`config.mk`:
```
export PLATFORM = sky130hd
export DESIGN_NAME = dec_num_parser
export DESIGN_NICKNAME = d
export VERILOG_FILES = /design/src/rtl/dec_num_parser.sv
export SDC_FILE = /design/constraint.sdc
export NUM_CORES = 1
export LEC_CHECK = 0
export BUFFER_PORTS_ARGS = -buffer_cell sky130_fd_sc_hd__buf_2
export CORE_ASPECT_RATIO = 1.1
export CORE_MARGIN = 8
export CORE_UTILIZATION = 46
export DETAILED_ROUTE_END_ITERATION = 8
export GPL_TIMING_DRIVEN = 0
export PLACE_DENSITY = 0.75
export SYNTH_ARGS = -nofsm -noshare
export SYNTH_HDL_FRONTEND = slang
export SYNTH_SLANG_ARGS = --single-unit
```
`constraint.sdc`:
```
create_clock -name iCLK -period 7.1 [get_ports iCLK]
set_clock_uncertainty 0.2 [all_clocks]
set_input_delay 0.71 -clock iCLK [delete_from_list [all_inputs] [get_ports iCLK]]
set_output_delay 0.71 -clock iCLK [all_outputs]
set_load 0.02 [all_outputs]
```
`src/rtl/dec_num_parser.sv`:
```
// dec_num_parser: folds ASCII decimal digits from the RX FIFO into unsigned binary numbers
//
// Ports:
//   iCLK         system clock, all logic on the rising edge
//   iRST         synchronous reset, active-high
//   iFIFO_EMPTY  RX FIFO empty flag
//   iFIFO_DATA   RX FIFO read data, valid the cycle after oFIFO_RD
//   oFIFO_RD     FIFO read strobe, one-cycle pulse per byte
//   oNUM         assembled number, stable while oNUM_VALID is high
//   oNUM_VALID   result available
//   iNUM_READY   consumer accepts the result when oNUM_VALID & iNUM_READY
//   oNUM_ERR     qualifies oNUM: overflow or illegal character in this token
module dec_num_parser #(
    parameter int WIDTH = 16
) (
    input  logic             iCLK,
    input  logic             iRST,
    input  logic             iFIFO_EMPTY,
    input  logic [7:0]       iFIFO_DATA,
    output logic             oFIFO_RD,
    output logic [WIDTH-1:0] oNUM,
    output logic             oNUM_VALID,
    input  logic             iNUM_READY,
    output logic             oNUM_ERR
);
    typedef enum logic [1:0] {S_IDLE, S_WAIT, S_OUT} state_t;

    localparam logic [WIDTH+3:0] MAX_VAL = {4'b0, {WIDTH{1'b1}}};

    state_t           r_state, w_state_nxt;
    logic [WIDTH-1:0] r_acc, w_acc_nxt;
    logic [WIDTH-1:0] r_num, w_num_nxt;
    logic [7:0]       r_cnt, w_cnt_nxt;
    logic             r_ovf, w_ovf_nxt;
    logic             r_bad, w_bad_nxt;
    logic             r_valid, w_valid_nxt;
    logic             r_err, w_err_nxt;
    logic             w_is_digit, w_is_delim, w_sat;
    logic [WIDTH+3:0] w_prod;

    assign w_is_digit = (iFIFO_DATA >= 8'h30) && (iFIFO_DATA <= 8'h39);
    assign w_is_delim = (iFIFO_DATA == 8'h20) || (iFIFO_DATA == 8'h2C) ||
                        (iFIFO_DATA == 8'h0D) || (iFIFO_DATA == 8'h0A);
    // acc*10 + d as (acc<<3)+(acc<<1)+d, four guard bits are enough for any WIDTH
    assign w_prod = ({4'b0, r_acc} << 3) + ({4'b0, r_acc} << 1) + {{WIDTH{1'b0}}, iFIFO_DATA[3:0]};
    // once saturated the token stays pinned at all ones
    assign w_sat  = r_ovf || (w_prod > MAX_VAL);

    // read only from idle, never into an empty FIFO and never in a reset cycle
    assign oFIFO_RD   = (r_state == S_IDLE) && !iFIFO_EMPTY && !iRST;
    assign oNUM       = r_num;
    assign oNUM_VALID = r_valid;
    assign oNUM_ERR   = r_err;

    always_comb begin
        w_state_nxt = r_state;
        w_acc_nxt   = r_acc;
        w_num_nxt   = r_num;
        w_cnt_nxt   = r_cnt;
        w_ovf_nxt   = r_ovf;
        w_bad_nxt   = r_bad;
        w_valid_nxt = r_valid;
        w_err_nxt   = r_err;
        case (r_state)
            S_IDLE: w_state_nxt = iFIFO_EMPTY ? S_IDLE : S_WAIT;
            S_WAIT: begin
                w_state_nxt = S_IDLE;
                if (w_is_digit) begin
                    w_acc_nxt = w_sat ? {WIDTH{1'b1}} : w_prod[WIDTH-1:0];
                    w_ovf_nxt = w_sat;
                    w_cnt_nxt = (r_cnt == 8'hFF) ? r_cnt : r_cnt + 8'd1;
                end else if (w_is_delim) begin
                    // a delimiter with nothing collected is dropped silently
                    if (r_cnt != 8'd0 || r_bad) begin
                        w_num_nxt   = r_acc;
                        w_err_nxt   = r_ovf | r_bad;
                        w_valid_nxt = 1'b1;
                        w_state_nxt = S_OUT;
                    end
                end else begin
                    w_bad_nxt = 1'b1;
                end
            end
            S_OUT: begin
                if (iNUM_READY) begin
                    w_valid_nxt = 1'b0;
                    w_acc_nxt   = '0;
                    w_cnt_nxt   = '0;
                    w_ovf_nxt   = 1'b0;
                    w_bad_nxt   = 1'b0;
                    w_state_nxt = S_IDLE;
                end
            end
            default: w_state_nxt = S_IDLE;
        endcase
    end

    always_ff @(posedge iCLK) begin
        if (iRST) begin
            r_state <= S_IDLE;
            r_acc   <= '0;
            r_num   <= '0;
            r_cnt   <= '0;
            r_ovf   <= 1'b0;
            r_bad   <= 1'b0;
            r_valid <= 1'b0;
            r_err   <= 1'b0;
        end else begin
            r_state <= w_state_nxt;
            r_acc   <= w_acc_nxt;
            r_num   <= w_num_nxt;
            r_cnt   <= w_cnt_nxt;
            r_ovf   <= w_ovf_nxt;
            r_bad   <= w_bad_nxt;
            r_valid <= w_valid_nxt;
            r_err   <= w_err_nxt;
        end
    end
endmodule
```
# After elaboration in Yosys (flattened, before gate mapping)
# Cells that the tools add are included.
# W data, S select, Z words.
[word_totals]
ff_bits = 46
out_inout_bits = 19
wordCells = 72
in_bits = 12
[op_classes]
n_lt_le_gt_ge = 3
eq_ne = 14
n_reduce_logical = 18
muxes = 24
addsub = 3
bitwise = 2
[op_table]
columns = ["cell", "count"]
rows = [
  ["$mux W16", 3],
  ["$pmux W16 S2", 1],
  ["$mux W8", 3],
  ["$add A19 B17 Y20", 1],
  ["$add A20 B4 Y20", 1],
  ["$gt A20 B16 Y1 const B", 1],
  ["$eq A8 B4 Y1 const B", 2],
  ["$eq A8 B6 Y1 const B", 2],
  ["$pmux W8 S2", 1],
  ["$ne A2 B2 Y1 const B", 7],
  ["$reduce_and A4 Y1", 3],
  ["$add A8 B1 Y8 const B", 1],
  ["$eq A8 B8 Y1 const B", 1],
  ["$ge A8 B6 Y1 const B", 1],
  ["$le A8 B6 Y1 const B", 1],
  ["$mux W1", 8],
  ["$mux W2", 4],
  ["$reduce_bool A8 Y1", 1],
  ["$pmux W1 S2", 3],
  ["$pmux W2 S3", 1],
  ["$logic_or A1 B1 Y1", 5],
  ["$reduce_and A5 Y1", 1],
  ["$logic_and A1 B1 Y1", 3],
  ["$reduce_and A3 Y1", 1],
  ["other kinds (7)", 8],
]

# Logic depth before layout (Yosys ltp)
[logic_depth]
word_depth = 7
ltp_mapped = 12
depth_no_buf = 10

# Worst setup path after synthesis
# Ideal clock, no wire load.
[synth_path]
path_type = "input to register"
start = "in iFIFO_DATA[3]"
end = "reg r_acc[11]"
arrival_ps = 3067
path_buffers = 2
stages = 11
slack_ps = 3684
t_required_ps = 6751
setup_time_ps = 149
path_cell_list = "fa_1 -> fa_1 -> a211oi_1 -> o21a_1 -> a211o_1 -> a21oi_1 -> mux2i_1 -> and4_1 -> buf_6 -> buf_6 -> a311oi_2"
[synth_via]
elab_chain_cells = 6
word_cells_on_any_way = 11
classes_between = "1 x add/sub; 3 x order compare; 1 x eq/ne; 3 x mux; 3 x reduce/logical"
[synth_rtl]
columns = ["item", "line", "source"]
rows = [
  ["start, declared", "19", "input logic [7:0] iFIFO_DATA,"],
  ["$add A20 B4 Y20", "45", "assign w_prod = ({4'b0, r_acc} << 3) + ({4'b0, r_acc} << 1) + {{WIDTH{1'b0}}, iFIFO_DATA[3:0]};"],
  ["$gt A20 B16 Y1", "47", "assign w_sat = r_ovf || (w_prod > MAX_VAL);"],
  ["$logic_or A1 B1 Y1", "47", ""],
  ["$mux W16", "69", "w_acc_nxt = w_sat ? {WIDTH{1'b1}} : w_prod[WIDTH-1:0];"],
  ["$mux W16", "68", "if (w_is_digit) begin"],
  ["$pmux W16 S2", "64", "case (r_state)"],
  ["end signal, assigned", "110", "r_acc <= w_acc_nxt;"],
  ["end, declared", "31", "logic [WIDTH-1:0] r_acc, w_acc_nxt;"],
]
# Several ways; a longest one is shown, not always the timed one. The select of a mux whose other input is x is not followed.
# A chain may end at the register's enable or synchronous reset.

# Worst setup path in the final report
[layout_path]
start = "in iFIFO_DATA[3]"
end = "reg r_acc[15]"
# The elaborated chain is that of the path after synthesis.

==> impl_metrics.py <==
metrics = {
    "finish": {
        "final_cells": 451,
        "area_delta_synth_final_pct": 12.1,
        "nNetsFinal": 417,
        "nFillCells": 573,
        "multiInputGateArea_um2": 1930,
        "regArea_um2": 921,
        "drive_gt1_share_pct": 14.3,
        "mostFrequentLayoutCells": "nor2_1, dfxtp_1, buf_2, ha_1, a21oi_1",
        "finish.utilization_pct": 53.5,
        "postLayoutCellArea_um2": 3320,
        "n_antenna_cell": 0,
    },
    "die": {
        "start_util_pct": 47.7,
        "die_y_um": 100,
        "die_x_um": 92.4,
        "ioPinCount": 31,
        "rows": 30,
        "die-area_um2": 9250,
        "core-area_um2": 6190,
    },
    "placement": {
        "dp_hpwl_um": 5560,
        "place_area_um2": 3210,
        "place_congestion": 0.864,
        "port_buffers": 30,
        "dp_cells": 443,
    },
    "drt": {
        "antenna_left": 0,
        "totalWireLength_um": 7020,
        "vias": 2594,
        "via_per_inst": 5.75,
        "drt-initial-drc-count": 112,
        "drtPass1Iterations": 4,
        "drc": 0,
        "wl_per_cell_um": 15.6,
    },
    "critical_path": {
        "critPathCaptureType": "flop",
        "cp_max_fo": 10,
        "criticalPathCategory": "primary input to flop",
        "worstPathCellList": "buf_2 > fa_1 > ha_1 > a21oi_1 > nor2_1 > o31a_1 > a21boi_2 > mux2i_1 > and4_1 > buf_6 > buf_6 > a311oi_2",
        "cp.required_ns": 7.05,
        "path_common_cell": "buf_6",
        "crit_arrival_ns": 3.63,
        "cp-start-kind": "primary input",
        "path_delay_family": "compound AO/OA/AOI/OAI gates",
        "crit_buf_inv": 3,
        "slowest_stage": "fa_1",
        "slowest_delay_ns": 0.53,
    },
    "logic_synthesis": {
        "ys.flop_type": "dfxtp_1",
        "synth_cells": 333,
        "synth.distinct_cells": 52,
        "seq_area_frac_synth_pct": 31.1,
        "synth-seq-cells": 46,
        "async_reset_ff_share_pct": 0,
        "ys_top_cells_by_area": "dfxtp_1, ha_1, mux2i_1, nor2_1, a21oi_1",
        "synth_top_area_share_pct": 31.1,
        "synth_edf_count": 0,
        "synth_area_um2": 2960,
        "yosys_warnings": 0,
        "syn-num-nets": 380,
        "syn_avg_cell_area_um2": 8.88,
        "yosys.area.top_type": "dfxtp_1",
    },
    "clock_tree": {
        "ctsResizeCount": 0,
        "cts_setup_buffers": 0,
        "clk-insertion-delay-late_ns": 0.30,
        "cts_buffer_depth": 2,
        "cts_tree": "built",
        "htreeDepth": 2,
        "clock_sinks": 46,
        "clk_pin_slew_ns": 0.08,
        "cts_made_buffers": 5,
        "root_buffer": "clkbuf_8",
        "cts_hold_buf": 0,
    },
    "sta": {
        "drv_slew": 0,
        "slew_headroom_pct": 41.7,
        "fmax_mhz": 271,
        "rsz0062_at_grt": "no",
        "worst_slew_pin_slew_ns": 0.852,
        "setup_viol": 0,
        "setup_tns_ns": 0,
        "hold_viol": 0,
        "min_period_ns": 3.68,
        "period_share_pct": 51.9,
    },
    "outcome": {
        "outcome": "finished clean",
    },
    "global_routing": {
        "grt_max_degree": 15,
        "grt_pass1_wl_um": 11900,
        "antenna_found_initial": 0,
        "grt_usage_pct": 15.7,
        "grt-ovfl-total": 0,
        "first_global_vias": 2587,
    },
    "power": {
        "p_leak_nw": 1.42,
        "max-vdd-ir-drop_mv": 0.111,
        "p_per_area_nw_per_um2": 145,
    },
    "hold_path": {
        "hold_path.class": "flop to flop",
    },
    "flow_run": {
        "maxCapViolCount": 0,
    },
}
-- worst min-delay path, cell delays in order (launching register included) --
cell and delay, ns:
dfxtp_1 0.33, nor2_1 0.05, nor2_1 0.07
-- flip-flops by register name, indices dropped and copies added (netlist names) --
signal      count
oNUM           16
oNUM_ERR        1
oNUM_VALID      1
r_acc          16
r_bad           1
r_cnt           8
r_ovf           1
r_state         2
-- cells by family after synthesis --
logic type | Yosys count | share of synthesized area, %
AO/OA/AOI/OAI | 82 | 19.2
multiplexers | 21 | 7.11
AND/OR/NAND/NOR | 112 | 19.0
flip-flops | 46 | 31.1
adder cells (fa/ha/maj) | 35 | 15.3
XOR/XNOR | 16 | 4.74
buffers and inverters | 21 | 3.55
-- per-stage QoR --
stage                     total power, W  setup slack (ns)  hold slack (ns)
after floorplan                 0.000285              3.68            0.239
after global placement          0.000295              3.17            0.248
after detailed placement        0.000296              3.16            0.264
after CTS                       0.000485              3.49            0.284
after global routing            0.000500              3.33            0.319
final                           0.000481              3.42            0.271
-- final timing paths --
check | startpoint | to | slack (ns) | cells after the start
worst max-delay path | iFIFO_DATA[3] | r_acc[15] | 3.42 | 12
worst min-delay path | oNUM_VALID | oNUM_VALID | 0.27 | 2
worst max register to register | r_acc[0] | r_acc[15] | 3.57 | 11
worst min register to register | oNUM_VALID | oNUM_VALID | 0.27 | 2
-- power by group --
part	leakage, nW	internal (W)	switching, W
sequential	0.371	0.000259	0.00000200
clock	0.0579	0.000104	0.0000879
combinational	0.989	0.0000112	0.0000173
-- cell usage after synthesis, drive strengths merged (5+ instances only) --
cell and number:
dfxtp 46, nor2 46, ha 33, a21oi 30
mux2i 21, nand2 14, o21ai 13, xor2 11
a311oi 10, a211oi 9, buf 7, clkbuf 7
inv 7, nand2b 6, nand3 6, nor4 6
nor3 5, or3 5, xnor2 5
-- layer usage --
layer / wire [um] / up-vias / share of wire, % / global-route usage, %
met5: 0 / - / 0 / 0
met4: 114 / 0 / 1.6 / 6.58
met3: 194 / 11 / 2.8 / 2.76
met2: 3550 / 41 / 51 / 29.6
met1: 3160 / 1233 / 45 / 16.6
li1: - / 1309 / - / -
-- cell type report --
cell class,count,share of cell area [%]
multi-input combinational,266,58.2
clock buffer,5,2.08
tap,80,3.02
clock inverter,3,1.21
timing repair buffer,30,4.53
buffer,14,2.38
inverter,7,0.792
sequential,46,27.8
No activity file was read; power rests on OpenSTA's default activity.
